## config.mk

```make
export PLATFORM = sky130hd
export DESIGN_NAME = snow64_mem_arbiter_flat
export DESIGN_NICKNAME = d
export VERILOG_FILES = /design/src/rtl/snow64_mem_arbiter_pkg.sv /design/src/rtl/snow64_mem_arbiter_if.sv /design/src/rtl/snow64_rr_arbiter.sv /design/src/rtl/snow64_mem_arbiter.sv /design/src/flat_wrapper.sv
export SDC_FILE = /design/constraint.sdc
export NUM_CORES = 1
export LEC_CHECK = 0
export BUFFER_PORTS_ARGS = -buffer_cell sky130_fd_sc_hd__buf_2
export CAP_MARGIN = 20
export CORE_AREA = 2 2 709 711
export CTS_CLUSTER_DIAMETER = 200
export DETAILED_ROUTE_END_ITERATION = 12
export DIE_AREA = 0 0 711 713
export GPL_TIMING_DRIVEN = 0
export MAX_ROUTING_LAYER = met4
export PLACE_DENSITY = 0.3
export REMOVE_ABC_BUFFERS = 1
export SLEW_MARGIN = 5
export SYNTH_ARGS = -nofsm -noshare
export SYNTH_HDL_FRONTEND = slang
export SYNTH_HIERARCHICAL = 1
export SYNTH_SLANG_ARGS = --single-unit
```

## constraint.sdc

```tcl
create_clock -name clk -period 3.4 [get_ports clk]
set_clock_uncertainty 0.2 [all_clocks]
set_input_delay 0.68 -clock clk [delete_from_list [all_inputs] [get_ports clk]]
set_output_delay 0.68 -clock clk [all_outputs]
set_load 0.005 [all_outputs]
```

## src/rtl/snow64_mem_arbiter_pkg.sv

```systemverilog
// Shared types and widths for the snow64 memory arbiter slice.
package snow64_mem_arbiter_pkg;

  // Widths of the CPU address and of one LAR data line.
  localparam int CPU_ADDR_W   = 64;
  localparam int LAR_DATA_W   = 256;
  // Channel index field in the tag is sized for the largest supported NUM_CH (8).
  localparam int MAX_CH_IDX_W = 3;

  typedef enum logic {
    MEM_ACC_READ  = 1'b0,
    MEM_ACC_WRITE = 1'b1
  } mem_acc_type_e;

  // One in-flight command: which channel owns the response and whether data returns.
  typedef struct packed {
    logic                    valid;
    logic [MAX_CH_IDX_W-1:0] ch;
    mem_acc_type_e           acc;
  } inflight_tag_t;

endpackage

```

## src/rtl/snow64_mem_arbiter_if.sv

```systemverilog
// Requester and memory-port bundle for snow64_mem_arbiter.
//
// Handshake: req_valid[i] is a level held by channel i until it sees the
// one-cycle req_accepted[i] pulse; the channel has exactly one cycle after that
// pulse to drop or change its request before it becomes eligible again.
// rsp_valid[i] is a one-cycle pulse with no back-pressure. On the memory side
// mem_req is a one-cycle command and mem_valid acknowledges the oldest
// in-flight command; while it is low the arbiter freezes.
interface snow64_mem_arbiter_if
  import snow64_mem_arbiter_pkg::*;
#(
  parameter int NUM_CH = 3,
  parameter int ADDR_W = CPU_ADDR_W,
  parameter int DATA_W = LAR_DATA_W
);
  logic [NUM_CH-1:0]        req_valid;
  logic [NUM_CH-1:0]        req_we;
  logic [NUM_CH*ADDR_W-1:0] req_addr;
  logic [NUM_CH*DATA_W-1:0] req_wdata;
  logic [NUM_CH-1:0]        req_accepted;
  logic [NUM_CH-1:0]        rsp_valid;
  logic [DATA_W-1:0]        rsp_rdata;
  logic                     mem_req;
  logic                     mem_we;
  logic [ADDR_W-1:0]        mem_addr;
  logic [DATA_W-1:0]        mem_wdata;
  logic                     mem_valid;
  logic [DATA_W-1:0]        mem_rdata;
  logic                     busy;

  // Arbiter side.
  modport slave (
    input  req_valid, req_we, req_addr, req_wdata, mem_valid, mem_rdata,
    output req_accepted, rsp_valid, rsp_rdata, mem_req, mem_we, mem_addr,
           mem_wdata, busy
  );

  // Requesters plus memory side.
  modport master (
    output req_valid, req_we, req_addr, req_wdata, mem_valid, mem_rdata,
    input  req_accepted, rsp_valid, rsp_rdata, mem_req, mem_we, mem_addr,
           mem_wdata, busy
  );
endinterface

```

## src/rtl/snow64_rr_arbiter.sv

```systemverilog
// Combinational round-robin pick: first eligible channel at or after ptr.
module snow64_rr_arbiter #(
  parameter int NUM_CH   = 3,
  parameter int CH_IDX_W = $clog2(NUM_CH)
) (
  input  logic [NUM_CH-1:0]   eligible,
  input  logic [CH_IDX_W-1:0] ptr,
  output logic [NUM_CH-1:0]   grant_onehot,
  output logic [CH_IDX_W-1:0] grant_idx,
  output logic                any_grant
);

  logic [CH_IDX_W-1:0] cand;

  // Channel index ptr+offs modulo NUM_CH; ptr is always below NUM_CH.
  function automatic logic [CH_IDX_W-1:0] rr_index(input logic [CH_IDX_W-1:0] base,
                                                   input int offs);
    int s;
    s = int'(base) + offs;
    if (s >= NUM_CH) s = s - NUM_CH;
    return CH_IDX_W'(s);
  endfunction

  // Scan from the farthest offset down so the nearest eligible channel wins.
  always_comb begin
    grant_onehot = '0;
    grant_idx    = '0;
    any_grant    = 1'b0;
    cand         = '0;
    for (int k = NUM_CH - 1; k >= 0; k--) begin
      cand = rr_index(ptr, k);
      if (eligible[cand]) begin
        grant_idx = cand;
        any_grant = 1'b1;
      end
    end
    if (any_grant) grant_onehot = NUM_CH'(1) << grant_idx;
  end

endmodule

```

## src/rtl/snow64_mem_arbiter.sv

```systemverilog
// Round-robin arbiter of NUM_CH requesters onto one fixed-latency memory port,
// with a MEM_LAT-deep tag pipeline routing each response back to its channel.
module snow64_mem_arbiter
  import snow64_mem_arbiter_pkg::*;
#(
  parameter int NUM_CH  = 3,
  parameter int ADDR_W  = CPU_ADDR_W,
  parameter int DATA_W  = LAR_DATA_W,
  parameter int MEM_LAT = 2
) (
  input  logic                  clk,
  input  logic                  rst_n,
  snow64_mem_arbiter_if.slave   bus
);

  localparam int CH_IDX_W = $clog2(NUM_CH);

  logic [NUM_CH-1:0]   accepted_q;
  logic [NUM_CH-1:0]   rsp_valid_q;
  logic [DATA_W-1:0]   rsp_rdata_q;
  logic                mem_req_q;
  logic                mem_we_q;
  logic [ADDR_W-1:0]   mem_addr_q;
  logic [DATA_W-1:0]   mem_wdata_q;
  logic [CH_IDX_W-1:0] rr_ptr_q;
  inflight_tag_t       tag_q [1:MEM_LAT];

  inflight_tag_t       tail;
  logic                stall;
  logic                tag_busy;
  logic [NUM_CH-1:0]   eligible;
  logic [NUM_CH-1:0]   grant_onehot;
  logic [CH_IDX_W-1:0] grant_idx;
  logic                any_grant;
  logic                sel_we;
  logic [ADDR_W-1:0]   sel_addr;
  logic [DATA_W-1:0]   sel_wdata;

  assign tail = tag_q[MEM_LAT];

  // Memory has not produced the oldest command's data: freeze issue and shift.
  assign stall = tail.valid && !bus.mem_valid;

  // A channel just accepted is skipped for one cycle so it can drop its request.
  assign eligible = bus.req_valid & ~accepted_q;

  snow64_rr_arbiter #(
    .NUM_CH   (NUM_CH),
    .CH_IDX_W (CH_IDX_W)
  ) u_rr (
    .eligible     (eligible),
    .ptr          (rr_ptr_q),
    .grant_onehot (grant_onehot),
    .grant_idx    (grant_idx),
    .any_grant    (any_grant)
  );

  // Select the granted channel's command fields.
  always_comb begin
    sel_we    = 1'b0;
    sel_addr  = '0;
    sel_wdata = '0;
    for (int i = 0; i < NUM_CH; i++) begin
      if (grant_onehot[i]) begin
        sel_we    = bus.req_we[i];
        sel_addr  = bus.req_addr[i*ADDR_W +: ADDR_W];
        sel_wdata = bus.req_wdata[i*DATA_W +: DATA_W];
      end
    end
  end

  // Any command still waiting somewhere in the tag pipeline.
  always_comb begin
    tag_busy = 1'b0;
    for (int k = 1; k <= MEM_LAT; k++) tag_busy = tag_busy | tag_q[k].valid;
  end

  // Stage 0: issue the granted command and advance the round-robin pointer.
  always_ff @(posedge clk or negedge rst_n) begin
    if (!rst_n) begin
      mem_req_q   <= 1'b0;
      mem_we_q    <= 1'b0;
      mem_addr_q  <= '0;
      mem_wdata_q <= '0;
      accepted_q  <= '0;
      rr_ptr_q    <= '0;
    end else if (stall) begin
      mem_req_q  <= 1'b0;
      accepted_q <= '0;
    end else begin
      mem_req_q  <= any_grant;
      accepted_q <= grant_onehot;
      if (any_grant) begin
        mem_we_q    <= sel_we;
        mem_addr_q  <= sel_addr;
        mem_wdata_q <= sel_wdata;
        rr_ptr_q    <= (grant_idx == CH_IDX_W'(NUM_CH - 1)) ? '0 : grant_idx + 1'b1;
      end
    end
  end

  // Tag pipeline: shifts one stage per unstalled edge, bubbles when idle.
  always_ff @(posedge clk or negedge rst_n) begin
    if (!rst_n) begin
      for (int k = 1; k <= MEM_LAT; k++) tag_q[k] <= '0;
    end else if (!stall) begin
      tag_q[1] <= '{valid: any_grant,
                    ch:    MAX_CH_IDX_W'(grant_idx),
                    acc:   sel_we ? MEM_ACC_WRITE : MEM_ACC_READ};
      for (int k = 2; k <= MEM_LAT; k++) tag_q[k] <= tag_q[k-1];
    end
  end

  // Response: pulse the owning channel; only reads update the data register.
  always_ff @(posedge clk or negedge rst_n) begin
    if (!rst_n) begin
      rsp_valid_q <= '0;
      rsp_rdata_q <= '0;
    end else if (!stall && tail.valid) begin
      rsp_valid_q <= NUM_CH'(1) << tail.ch;
      if (tail.acc == MEM_ACC_READ) rsp_rdata_q <= bus.mem_rdata;
    end else begin
      rsp_valid_q <= '0;
    end
  end

  assign bus.req_accepted = accepted_q;
  assign bus.rsp_valid    = rsp_valid_q;
  assign bus.rsp_rdata    = rsp_rdata_q;
  assign bus.mem_req      = mem_req_q;
  assign bus.mem_we       = mem_we_q;
  assign bus.mem_addr     = mem_addr_q;
  assign bus.mem_wdata    = mem_wdata_q;
  assign bus.busy         = mem_req_q | tag_busy;

endmodule

```

## src/flat_wrapper.sv

```systemverilog
// flat-port wrapper written by rule: the top's interface ports become plain ports
module snow64_mem_arbiter_flat import snow64_mem_arbiter_pkg::*;
#(
  parameter int NUM_CH  = 3,
  parameter int ADDR_W  = CPU_ADDR_W,
  parameter int DATA_W  = LAR_DATA_W,
  parameter int MEM_LAT = 2
)
  (clk, rst_n, bus_req_valid, bus_req_we, bus_req_addr, bus_req_wdata, bus_mem_valid, bus_mem_rdata, bus_req_accepted, bus_rsp_valid, bus_rsp_rdata, bus_mem_req, bus_mem_we, bus_mem_addr, bus_mem_wdata, bus_busy);
  snow64_mem_arbiter_if #(.NUM_CH(NUM_CH), .ADDR_W(ADDR_W), .DATA_W(DATA_W)) bus_i ();
  input  logic clk;
  input  logic rst_n;
  input wire logic [$bits(bus_i.req_valid)-1:0] bus_req_valid;
  input wire logic [$bits(bus_i.req_we)-1:0] bus_req_we;
  input wire logic [$bits(bus_i.req_addr)-1:0] bus_req_addr;
  input wire logic [$bits(bus_i.req_wdata)-1:0] bus_req_wdata;
  input wire logic [$bits(bus_i.mem_valid)-1:0] bus_mem_valid;
  input wire logic [$bits(bus_i.mem_rdata)-1:0] bus_mem_rdata;
  output wire logic [$bits(bus_i.req_accepted)-1:0] bus_req_accepted;
  output wire logic [$bits(bus_i.rsp_valid)-1:0] bus_rsp_valid;
  output wire logic [$bits(bus_i.rsp_rdata)-1:0] bus_rsp_rdata;
  output wire logic [$bits(bus_i.mem_req)-1:0] bus_mem_req;
  output wire logic [$bits(bus_i.mem_we)-1:0] bus_mem_we;
  output wire logic [$bits(bus_i.mem_addr)-1:0] bus_mem_addr;
  output wire logic [$bits(bus_i.mem_wdata)-1:0] bus_mem_wdata;
  output wire logic [$bits(bus_i.busy)-1:0] bus_busy;
  assign bus_i.req_valid = bus_req_valid;
  assign bus_i.req_we = bus_req_we;
  assign bus_i.req_addr = bus_req_addr;
  assign bus_i.req_wdata = bus_req_wdata;
  assign bus_i.mem_valid = bus_mem_valid;
  assign bus_i.mem_rdata = bus_mem_rdata;
  assign bus_req_accepted = bus_i.req_accepted;
  assign bus_rsp_valid = bus_i.rsp_valid;
  assign bus_rsp_rdata = bus_i.rsp_rdata;
  assign bus_mem_req = bus_i.mem_req;
  assign bus_mem_we = bus_i.mem_we;
  assign bus_mem_addr = bus_i.mem_addr;
  assign bus_mem_wdata = bus_i.mem_wdata;
  assign bus_busy = bus_i.busy;
  snow64_mem_arbiter #(.NUM_CH(NUM_CH), .ADDR_W(ADDR_W), .DATA_W(DATA_W), .MEM_LAT(MEM_LAT)) u_core (.clk(clk), .rst_n(rst_n), .bus(bus_i));
endmodule
```

======== Word-level counts from Yosys, hierarchy flattened ========
Cells that the tools add are included.
storage, ports and cells
  flip-flop bits (word level) ............. 594
  input bits .............................. 1225
  output and inout port bits .............. 585
  logic and storage cells ................. 71
cells by class
  add/subtract/negate cells ............... 6
  $lt $le $gt $ge ......................... 6
  eq/ne operators ......................... 1
  shifts and indexed selects .............. 2
  multiplexer cells ....................... 30
  bitwise gates (word level) .............. 6
  reduce and logical (&&, ||, !) cells .... 6
operators with widths
  cell                   number
  $mux W256              3
  $mux W64               3
  $mux W2                7
  $mux W1                11
  $lt A2 B3 Y1 const B   3
  $mux W3                3
  $bmux W1 S2            3
  $ge A3 B2 Y1 const B   2
  $shl A1 B2 Y3 const A  2
  $sub A2 B2 Y2 const B  3
  $reduce_and A2 Y1      2
  $add A2 B1 Y3 const B  1
  $add A2 B2 Y3 const B  1
  $and A3 B3 Y3          1
  $not A3 Y3             1
  $add A2 B1 Y2 const B  1
  $eq A2 B2 Y1 const B   1
  $ge A2 B2 Y1 const B   1
  $logic_and A1 B1 Y1    2
  $logic_not A1 Y1       2
  $not A1 Y1             2
  $or A1 B1 Y1           2

======== Longest topological paths before layout ========
Gate-level depths: netlist of the first run.
  word-level depth ........................ 14
  mapped depth ............................ 13
  mapped depth without buffers ............ 9

======== Hierarchy ========
The synthesis of the first run kept the hierarchy.
modules (own cells, without submodules)
  module              times used  cells each  area an instance (um2)  sequential area each (um2)
  snow64_mem_arbiter  1           2127        28428.5                 14864.3
  snow64_rr_arbiter   1           31          214.0                   0.0

======== Worst setup path before layout of the first run ========
No wires, ideal clock.
  path kind ............................... in2reg
  start ................................... input port bus_req_valid[1]
  end ..................................... register u_core.mem_addr_q[0], in the netlist u_core/bus.mem_addr[0]
  library setup time ...................... 128 ps
  arrival ................................. 2679 ps
  required time ........................... 3072 ps
  slack ................................... 393 ps
  cell stages on the path ................. 11
  buffers on the path ..................... 3
  path through ............................ nor2b_1 -> a22oi_1 -> a21oi_2 -> or4_4 -> nor3b_1 -> nor2b_1 -> buf_2 -> buf_2 -> buf_2 -> a221oi_1 -> o2bb2ai_1
on the way
  elaborated cells on any way between the ends .. 19
  classes of those cells .................. shift: 1; mux: 16; bitwise: 1; reduce/logical: 1
RTL lines
  what                              RTL line                  source
  start, declared                   flat_wrapper.sv:13        input wire logic [$bits(bus_i.req_valid)-1:0] bus_req_valid;
  $and A3 B3 Y3 (*)                 snow64_mem_arbiter.sv:45  assign eligible = bus.req_valid & ~accepted_q;
  $bmux W1 S2                       snow64_rr_arbiter.sv:32   if (eligible[cand]) begin
  $mux W1 (implied by the code)     snow64_rr_arbiter.sv:32
  $mux W1 (2 in series)             snow64_rr_arbiter.sv:32
  $mux W1 (*)                       snow64_rr_arbiter.sv:32
  named net u_core.any_grant        snow64_mem_arbiter.sv:34  logic any_grant;
  $mux W3 (*)                       snow64_rr_arbiter.sv:37   if (any_grant) grant_onehot = NUM_CH'(1) << grant_idx;
  named net u_core.grant_onehot[0]  snow64_mem_arbiter.sv:32  logic [NUM_CH-1:0] grant_onehot;
  $mux W64 (*) (3 in series)        snow64_mem_arbiter.sv:64  if (grant_onehot[i]) begin
  end signal, assigned              snow64_mem_arbiter.sv:95  mem_addr_q <= sel_addr;
  end, declared                     snow64_mem_arbiter.sv:23  logic [ADDR_W-1:0] mem_addr_q;
The timed path passes the listed nets; every way through them passes the cells marked *. The select of a mux whose other input is x is not followed.
A chain may end at the register's enable or synchronous reset.

======== Worst setup path after layout of the first run ========
  start ................................... register u_core.rr_ptr_q[0]
  end ..................................... register u_core.mem_wdata_q[186], in the netlist u_core/bus.mem_wdata[186]
on the way
  elaborated cells on any way between the ends .. 29
  classes of those cells .................. add/sub: 5; order compare: 3; shift: 1; mux: 19; reduce/logical: 1
RTL lines
  what                                           RTL line                  source
  start, declared                                snow64_mem_arbiter.sv:25  logic [CH_IDX_W-1:0] rr_ptr_q;
  start signal, assigned                         snow64_mem_arbiter.sv:97  rr_ptr_q <= (grant_idx == CH_IDX_W'(NUM_CH - 1)) ? '0 : grant_idx + 1'b1;
  $add A2 B2 Y3                                  snow64_rr_arbiter.sv:19   s = int'(base) + offs;
  $ge A3 B2 Y1 or $sub A2 B2 Y2 (tied branches)  snow64_rr_arbiter.sv:20   if (s >= NUM_CH) s = s - NUM_CH;
  $mux W2                                        snow64_rr_arbiter.sv:20
  $bmux W1 S2                                    snow64_rr_arbiter.sv:32
  $mux W1 (implied by the code)                  snow64_rr_arbiter.sv:32
  $mux W1 (2 in series)                          snow64_rr_arbiter.sv:32
  $mux W1 (*)                                    snow64_rr_arbiter.sv:32
  named net u_core.any_grant                     snow64_mem_arbiter.sv:34
  $mux W3 (*)                                    snow64_rr_arbiter.sv:37
  named net u_core.grant_onehot[0]               snow64_mem_arbiter.sv:32
  $mux W256 (*) (3 in series)                    snow64_mem_arbiter.sv:64
  end signal, assigned                           snow64_mem_arbiter.sv:96  mem_wdata_q <= sel_wdata;
  end, declared                                  snow64_mem_arbiter.sv:24  logic [DATA_W-1:0] mem_wdata_q;
Marked as above.

==> run summary, run 1 <==
Timing would allow up to 267 MHz. The number of warnings reported in the yosys synthesis log came out at 6. sky130_fd_sc_hd__dfrtp_1 takes more of the synthesized area than any other cell.

Setup repair after global routing could not meet its margin everywhere. The via count of the first global-routing pass came to 38,273. The effective utilization at floorplan came out at 5.73%.

In the synthesized netlist, the cells that appear most often are 594 x sky130_fd_sc_hd__dfrtp_1, 322 x sky130_fd_sc_hd__a221oi_1, 320 x sky130_fd_sc_hd__o211ai_1, 320 x sky130_fd_sc_hd__o2bb2ai_1, 240 x sky130_fd_sc_hd__mux2_4. The clock period minus worst slack came out at 3.74 ns. The routed wire length came out at 392 mm.

The area of the core region came out at 500,000 um2. After clock tree synthesis, the clock-pin slew on the worst setup and hold paths is 0.06 ns. The number of flops mapped to enable cells by yosys is 0. The number of endpoints failing setup at the final stage is 201. The number of fill cells is 56,561. The path class of the tightest hold or removal check is in -> reg. The worst setup path is launched from a flop.

The leakage power total is 0.0287 uW. The number of H-tree levels is 3. The number of standard cells in the layout, taps in and fillers out is 12,187. The sequential cell area fraction in the yosys report came out at 51.9%. The worst slew margin relative to its limit came out at 31.6%. The first TritonRoute pass finished after 5 iterations.

Power spread over the standard cell area amounts to 1090 nW/um2. The setup path with the least slack is of type reg -> reg. The flow ran to the end, but the final reports show violations. The global route total overflow came out at 0. In this run, distinct cell masters in the synthesized netlist total 37. For the pin with the worst max-slew slack, the measured transition is 1.02 ns. The I/O pin count is 1,810.

Detailed placement finished with a half-perimeter wire length of 305 mm. The number of pins with negative max-slew slack in the final report came out at 0. The portion of netlist area occupied by mux cells is 13.6%.

The netlist area before placement is 28,600 um2. The portion of synthesized cell area occupied by the leading cell type came out at 51.9%. The critical path data required time came out at 3.86 ns.

The endpoint class of the critical path is a flop. The latest clock arrival within the worst-skew pair is 0.82 ns. The area taken by flip-flops and latches is 14,900 um2.

The global-route wire length before repair is 474 mm. The startpoint identified for the worst register-to-register timing path is u_core/rr_ptr_q[0]$_DFFE_PN0P_. In the post-route analysis, the smallest setup slack over all paths is -0.339 ns.

The sink count of the clock tree is 594. The row count came out at 260. The multi-input combinational cells in the finished layout cover a total of 15,200 um2. Global routing used 15.0% of the available tracks across all layers. The gate count after technology mapping came out at 2,158. The most used flip-flop cell after synthesis is sky130_fd_sc_hd__dfrtp_1.

The routed length per placed instance is 32.2 um. The largest net degree at the start of global routing is 89. The final net count is 6,489. The launch instance of the worst min-delay path is bus_req_wdata[414]. Total power for the finished layout comes to 74,800 uW. Before CTS, the worst setup slack after placement is -1.91 ns.

After detailed placement, the design holds a cell count of 10,460. After synthesis, the cell types taking the most area are sky130_fd_sc_hd__dfrtp_1 52%, sky130_fd_sc_hd__mux2_4 13%, sky130_fd_sc_hd__a221oi_1 9.8%. From bottom edge to top edge, the die measures 713 um. The total count of hold-check failures in the final report came out at 0. The full die area is 507,000 um2. In this run the cell area measured after placement is 46,600 um2. The remaining antenna violation count is 0. The finished cells cover 68,600 um2.

The share of async-settable or async-resettable flops after synthesis is 100%. TritonCTS built the clock tree. Max-cap violations in this run came to 0. The proportion of layout cells with a drive suffix above 1 came out at 53.5%. Of the total synthesized cell area, the portion taken by AND, OR, NAND and NOR gates is 0.721%. The via density per instance is 3.06. The maximum number of buffers from clock root to sink is 4. The number of DRC markers after the initial detailed-route iteration came out at 2,682. The most repeated cell in the gate-level netlist after synthesis is sky130_fd_sc_hd__dfrtp_1. Summing the areas of all compound-gate instances in the mapped netlist gives 28.2% of the synthesized area. The worst path arrival time came out at 4.20 ns. The overall via count from detail_route is 37,318. The share of the synthesized netlist area taken by xor and xnor gates came out at 0%. CTS placed an instance of sky130_fd_sc_hd__clkbuf_16 at the clock tree root. The post-route fraction of the period consumed by the critical path came out at 110%. The maximum fanout count along the critical path came out at 7. A synthesized cell averages 13.3 um2. Relative to the synthesized area, the layout overhead comes to 139%.

The adder-cell share of the synthesized area came out at 0.131%. The total DRC errors in the routed layout came out at 0. After synthesis, the largest family of logic cells by area is compound AO/OA/AOI/OAI gates. The global placement routability congestion is 1.02.

The most critical setup path has its startpoint at u_core/rr_ptr_q[0]$_DFFE_PN0P_. The worst hold margin is 0.0799 ns. The initial antenna violation count came out at 293. The count of state elements after synthesis came out at 594.

The die extent in x is 711 um. Input and output buffers added on the ports amount to 1,809. The checks that failed: negative setup slack. The maximum vdd drop is 0.534 mV. The TritonCTS buffer count came out at 98.
==> per-stage QoR <==
step | TNS, ns | utilization, %
2_1_floorplan | - | -
3_3_place_gp | - | 8.91
3_5_place_dp | -380.77 | 9.32
4_1_cts | -34.74 | 13.2
5_1_grt | -42.33 | 13.7
6_report | -27.00 | 13.7
==> where the power goes <==
group	leakage (uW)	switching, uW	internal [uW]
logic	0.0198	29400	21800
registers	0.00728	2140	10600
clock network	0.00161	4480	6240
==> timing repair <==
action	in CTS	in global routing
setup endpoints to repair	322	317
hold buffers	1118	2
hold endpoints to repair	651	2
resized for setup	366	176
buffers inserted	106	79
cloned	57	26
pin swaps	139	114
==> cell families after synthesis <==
logic type,after synthesis
AOI/OAI and AO/OA,971
adders and majority gates,3
buffers and inverters,289
DFF,594
muxes,266
and+or+nand+nor,35
==> metal layers <==
metal | up-vias | track usage [%] | routed length [um]
met5 | - | - | 0
met4 | 0 | 5.76 | 19500
met3 | 634 | 6.37 | 42600
met2 | 2277 | 24.4 | 184000
met1 | 18929 | 16.2 | 146000
li1 | 15478 | - | -
==> state kept, by name, indices dropped and copies added (netlist names) <==
name,count
u_core/bus.mem_req,1
u_core/tag_q,8
u_core/bus.mem_we,1
u_core/bus.req_accepted,3
u_core/bus.rsp_valid,3
u_core/rr_ptr_q,2
u_core/bus.rsp_rdata,256
u_core/bus.mem_addr,64
u_core/bus.mem_wdata,256
==> layout make-up <==
class	instances	area share [%]
diodes	169	0.617
inverters	8	0.0821
multi-input cells	1277	22.1
well taps	6681	12.2
clock inverters	30	0.458
repair inverters	1	0.0237
repair buffers	3281	38.6
clock buffers	146	4.28
flip-flops and latches	594	21.7
==> cells in the final DEF, fill, tap and decap left out, drive strengths merged, types with 4 or more instances in the layout <==
master and count:
bufbuf 18, a221oi 322, mux2 264, diode 169
inv 13, clkinv 19, clkbuf 171, o211ai 320
nand2b 4, buf 2118, dfrtp 594, o2bb2ai 320
nand2 10, a21oi 4, nor2 4, bufinv 4
nor2b 6, dlygate4sd3 1120
==> critical path, stage by stage (launching register included) <==
cell	delay [ns]
sky130_fd_sc_hd__dfrtp_1	0.42
sky130_fd_sc_hd__buf_6	0.14
sky130_fd_sc_hd__ha_4	0.18
sky130_fd_sc_hd__a22oi_2	0.19
sky130_fd_sc_hd__a21oi_2	0.10
sky130_fd_sc_hd__or4_4	0.54
sky130_fd_sc_hd__nor3b_4	0.17
sky130_fd_sc_hd__nor2b_4	0.15
sky130_fd_sc_hd__buf_12	0.13
sky130_fd_sc_hd__buf_16	0.13
sky130_fd_sc_hd__buf_16	0.15
sky130_fd_sc_hd__buf_16	0.16
sky130_fd_sc_hd__buf_12	0.14
sky130_fd_sc_hd__buf_16	0.14
sky130_fd_sc_hd__a221oi_4	0.51
sky130_fd_sc_hd__o2bb2ai_2	0.08
==> final timing paths <==
check | endpoint | slack [ns] | cells after the start
min in group asynchronous | u_core/bus.mem_wdata[219]$_DFFE_PN0P_ | 0.32 | 2
hold / removal | u_core/bus.mem_wdata[158]$_DFFE_PN0P_ | 0.08 | 3
max in group asynchronous | u_core/bus.rsp_rdata[219]$_DFFE_PN0P_ | 0.74 | 5
hold reg to reg | u_core/bus.mem_wdata[118]$_DFFE_PN0P_ | 0.28 | 1
setup / recovery | u_core/bus.mem_wdata[186]$_DFFE_PN0P_ | -0.34 | 15
setup reg to reg | u_core/bus.mem_wdata[186]$_DFFE_PN0P_ | -0.34 | 15
No activity file was read; power rests on OpenSTA's default activity.
==> run 2: changes to the inputs <==
--- a/config.mk
+++ b/config.mk
@@ -7,10 +7,10 @@
 export LEC_CHECK = 0
 export BUFFER_PORTS_ARGS = -buffer_cell sky130_fd_sc_hd__buf_2
 export CAP_MARGIN = 20
-export CORE_AREA = 2 2 709 711
+export CORE_AREA = 2 2 713 715
 export CTS_CLUSTER_DIAMETER = 200
 export DETAILED_ROUTE_END_ITERATION = 12
-export DIE_AREA = 0 0 711 713
+export DIE_AREA = 0 0 715 717
 export GPL_TIMING_DRIVEN = 0
 export MAX_ROUTING_LAYER = met4
 export PLACE_DENSITY = 0.3
==> constraint.sdc (replaced) <==
create_clock -name clk -period 4.7 [get_ports clk]
set_clock_uncertainty 0.2 [all_clocks]
set_input_delay 0.94 -clock clk [delete_from_list [all_inputs] [get_ports clk]]
set_output_delay 0.94 -clock clk [all_outputs]
set_load 0.005 [all_outputs]
==> run 2 against run 1 <==
  * The run still ends with negative setup slack left
  * Utilization fell by 3.4 points
  * Final cell count fell by 9.4%
  * Maximum frequency fell by 20%
  * Die area rose by 1.1%
  * Register-to-register slack improved by 0.34 ns
  * Via count fell by 16%
  * Power fell by 43%
  * Wire length fell by 12%
  * Critical endpoint is now u_core/bus.mem_wdata[39]$_DFFE_PN0P_
  * Largest cell class is now flip-flops and latches
  * Largest power group unchanged
==> run summary, run 2 (synthesis gave the netlist of run 1 again) <==
The proportion of layout cells with a drive suffix above 1 came out at 57.5% (was 53.5%). The overall via count from detail_route is 31,242 (was 37,318). The worst-case setup margin in the final layout came to -0.00235 ns (was -0.339 ns). The total power draw came out at 42,300 uW (was 74,800 uW). The transition time of the tightest slew-check pin is 1.19 ns (was 1.02 ns). The number of H-tree levels was 3 (unchanged). The area growth from synthesis to layout is 81.8% (was 139%). The via count of the first global-routing pass came to 31,714 (was 38,273). The die height came out at 717 um (was 713 um). The count of TritonRoute iterations in the first routing pass came to 6 (was 5). The max-cap check violation count is 0 (unchanged). The full die area is 513,000 um2 (was 507,000 um2).

The number of DRC markers after the initial detailed-route iteration is 2,292 (was 2,682). The initial antenna violation count came to 305 (was 293). The remaining antenna violation count came out at 0 (unchanged). The startpoint-to-endpoint class of the critical path is reg -> reg (unchanged). The placed instance count is 10,485 (was 10,460).

The number of standard cells in the layout, taps in and fillers out came to 11,047 (was 12,187). The I/O pin count is 1,810 (unchanged). The row count came out at 261 (was 260). Outcome: finished, violations left (unchanged). The TritonCTS buffer count came out at 98 (unchanged). The setup slack after placement was -0.751 ns (was -1.91 ns). The effective utilization at floorplan is 5.68% (was 5.73%).

Violations in the final reports: negative setup slack (unchanged). The area taken by flip-flops and latches is 14,900 um2 (about the same). The worst path arrival time came to 5.16 ns (was 4.20 ns). The die extent in x came to 715 um (was 711 um). RSZ-0062 raised after global routing: no (was yes).

The overall global routing resource usage came out at 13.2% (was 15.0%). The post-route fraction of the period consumed by the critical path came to 100% (was 110%). The leakage power total is 0.0217 uW (was 0.0287 uW). The maximum fanout count along the critical path came to 44 (was 7). The worst slew margin relative to its limit came to 20.9% (was 31.6%). The sink count of the clock tree came to 594 (unchanged).

The global route total overflow came out at 0 (unchanged). The clock period minus worst slack was 4.70 ns (was 3.74 ns). The number of port buffers is 1,809 (unchanged). The half-perimeter wire length of the detailed placement result is 299 mm (was 305 mm). The worst hold-check path type is in -> reg (unchanged).

The maximum number of buffers from clock root to sink came out at 4 (unchanged). The endpoint class of the critical path is a flop (unchanged). The global-route wire length before repair came to 416 mm (was 474 mm). The area of the multi-input gates came out at 12,500 um2 (was 15,200 um2). The most common library cell in the layout ignoring fill and taps is sky130_fd_sc_hd__buf_2 (unchanged). The clock-pin slew on the worst setup and hold paths was 0.06 ns (about the same). The maximum vdd drop came out at 0.490 mV (was 0.534 mV). The clock root buffer is sky130_fd_sc_hd__clkbuf_16 (unchanged). The largest net degree at the start of global routing is 95 (was 89). The via density per instance came out at 2.83 (was 3.06). The final net count is 5,257 (was 6,489).

The number of fill cells is 58,381 (was 56,561). The routed wire length came out at 345 mm (was 392 mm). The latest clock arrival within the worst-skew pair is 0.83 ns (was 0.82 ns).

The critical path startpoint category is a flop (unchanged). The number of pins with negative max-slew slack in the final report is 0 (unchanged). The total count of hold-check failures in the final report came out at 0 (unchanged). The peak clock frequency supported by timing came to 213 MHz (was 267 MHz). The area of the core region came to 505,000 um2 (was 500,000 um2).

Commonest cells after routing, fill and taps aside: 1,808 x sky130_fd_sc_hd__buf_2, 594 x sky130_fd_sc_hd__dfrtp_1, 320 x sky130_fd_sc_hd__o211ai_1, 320 x sky130_fd_sc_hd__o2bb2ai_1, 297 x sky130_fd_sc_hd__a221oi_1 (was 1,808 x sky130_fd_sc_hd__buf_2, 1,120 x sky130_fd_sc_hd__dlygate4sd3_1, 593 x sky130_fd_sc_hd__dfrtp_1). The total DRC errors in the routed layout came out at 0 (unchanged). The power per cell area came out at 812 nW/um2 (was 1090 nW/um2). The routed length per placed instance is 31.3 um (was 32.2 um).

The post-placement cell area came out at 46,600 um2 (about the same). The post-route cell area is 52,100 um2 (was 68,600 um2). The number of endpoints failing setup at the final stage is 1 (was 201). The TritonCTS clock tree is yes (unchanged). The critical path data required time came out at 5.16 ns (was 3.86 ns). The global placement routability congestion is 0.961 (was 1.02).
[run 2: cell count changes in the layout (fill, tap and decap cells not counted), sizes merged]
cell / change
nand2: -1
bufbuf: -18
inv: -3
clkbuf: -30
clkinv: +2
diode: +71
bufinv: +2
dlygate4sd3: -975
buf: -213
[run 2: final cells by class]
type                    instances  share of cell area, %
flip-flops and latches        594                   28.6
multi-input cells            1276                   24.0
repair buffers               2051                   23.9
well taps                    6706                   16.1
clock buffers                 140                   5.46
diodes                        240                   1.15
clock inverters                32                  0.767
inverters                       8                 0.0817
[run 2: worst paths after layout]
kind                                                 from                                    end  slack (ns)  cells after the start
max in group asynchronous                           rst_n  u_core/bus.rsp_rdata[235]$_DFFE_PN0P_        1.86                      6
setup reg to reg           u_core/rr_ptr_q[0]$_DFFE_PN0P_   u_core/bus.mem_wdata[39]$_DFFE_PN0P_      -0.002                     13
setup / recovery           u_core/rr_ptr_q[0]$_DFFE_PN0P_   u_core/bus.mem_wdata[39]$_DFFE_PN0P_      -0.002                     13
min in group asynchronous                           rst_n  u_core/bus.mem_wdata[148]$_DFFE_PN0P_        0.44                      2
hold reg to reg               u_core/tag_q[9]$_DFFE_PN0N_            u_core/tag_q[4]$_DFFE_PN0N_        0.27                      2
hold / removal                         bus_mem_rdata[150]  u_core/bus.rsp_rdata[150]$_DFFE_PN0P_        0.10                      2
[run 2: what timing repair did]
action	4_1_cts	5_1_grt
resized for setup	5	10
gates cloned	1	1
setup buffers	3	0
hold buffers	145	0
endpoints found under the hold margin	186	0
pin swaps	4	1
endpoints found under the setup margin	24	12
[run 2: power by group]
group	internal (uW)	leakage, uW	switching (uW)
Combinational	9170	0.0128	16200
Clock	4510	0.00159	3200
Sequential	7690	0.00728	1450
[run 2: through the flow]
step	setup TNS [ns]	util [%]	hold slack, ns
after floorplan	-	-	0.230
after global placement	-	8.83	0.243
after detailed placement	-100.24	9.24	0.252
after CTS	0	10.2	0.000446
after global routing	0	10.3	0.0474
final	-0.00235	10.3	0.103
[run 2: routing by layer]
layer	share of wire, %	vias up	track usage (%)
li1	-	13005	-
met1	36	15895	13.7
met2	47	1878	21.5
met3	12	464	6.86
met4	3.9	0	4.46
met5	0	-	-
[run 2: critical path, stage by stage, from the launching register on]
cell and delay, ns:
sky130_fd_sc_hd__dfrtp_1 0.37, sky130_fd_sc_hd__inv_1 0.07, sky130_fd_sc_hd__ha_1 0.44, sky130_fd_sc_hd__mux2i_1 0.26
sky130_fd_sc_hd__nor2_1 0.16, sky130_fd_sc_hd__or4_4 0.78, sky130_fd_sc_hd__nor3b_1 0.27, sky130_fd_sc_hd__nor2b_4 0.19
sky130_fd_sc_hd__buf_12 0.20, sky130_fd_sc_hd__buf_12 0.17, sky130_fd_sc_hd__buf_12 0.19, sky130_fd_sc_hd__buf_12 0.21
sky130_fd_sc_hd__a221oi_1 0.73, sky130_fd_sc_hd__o2bb2ai_1 0.16
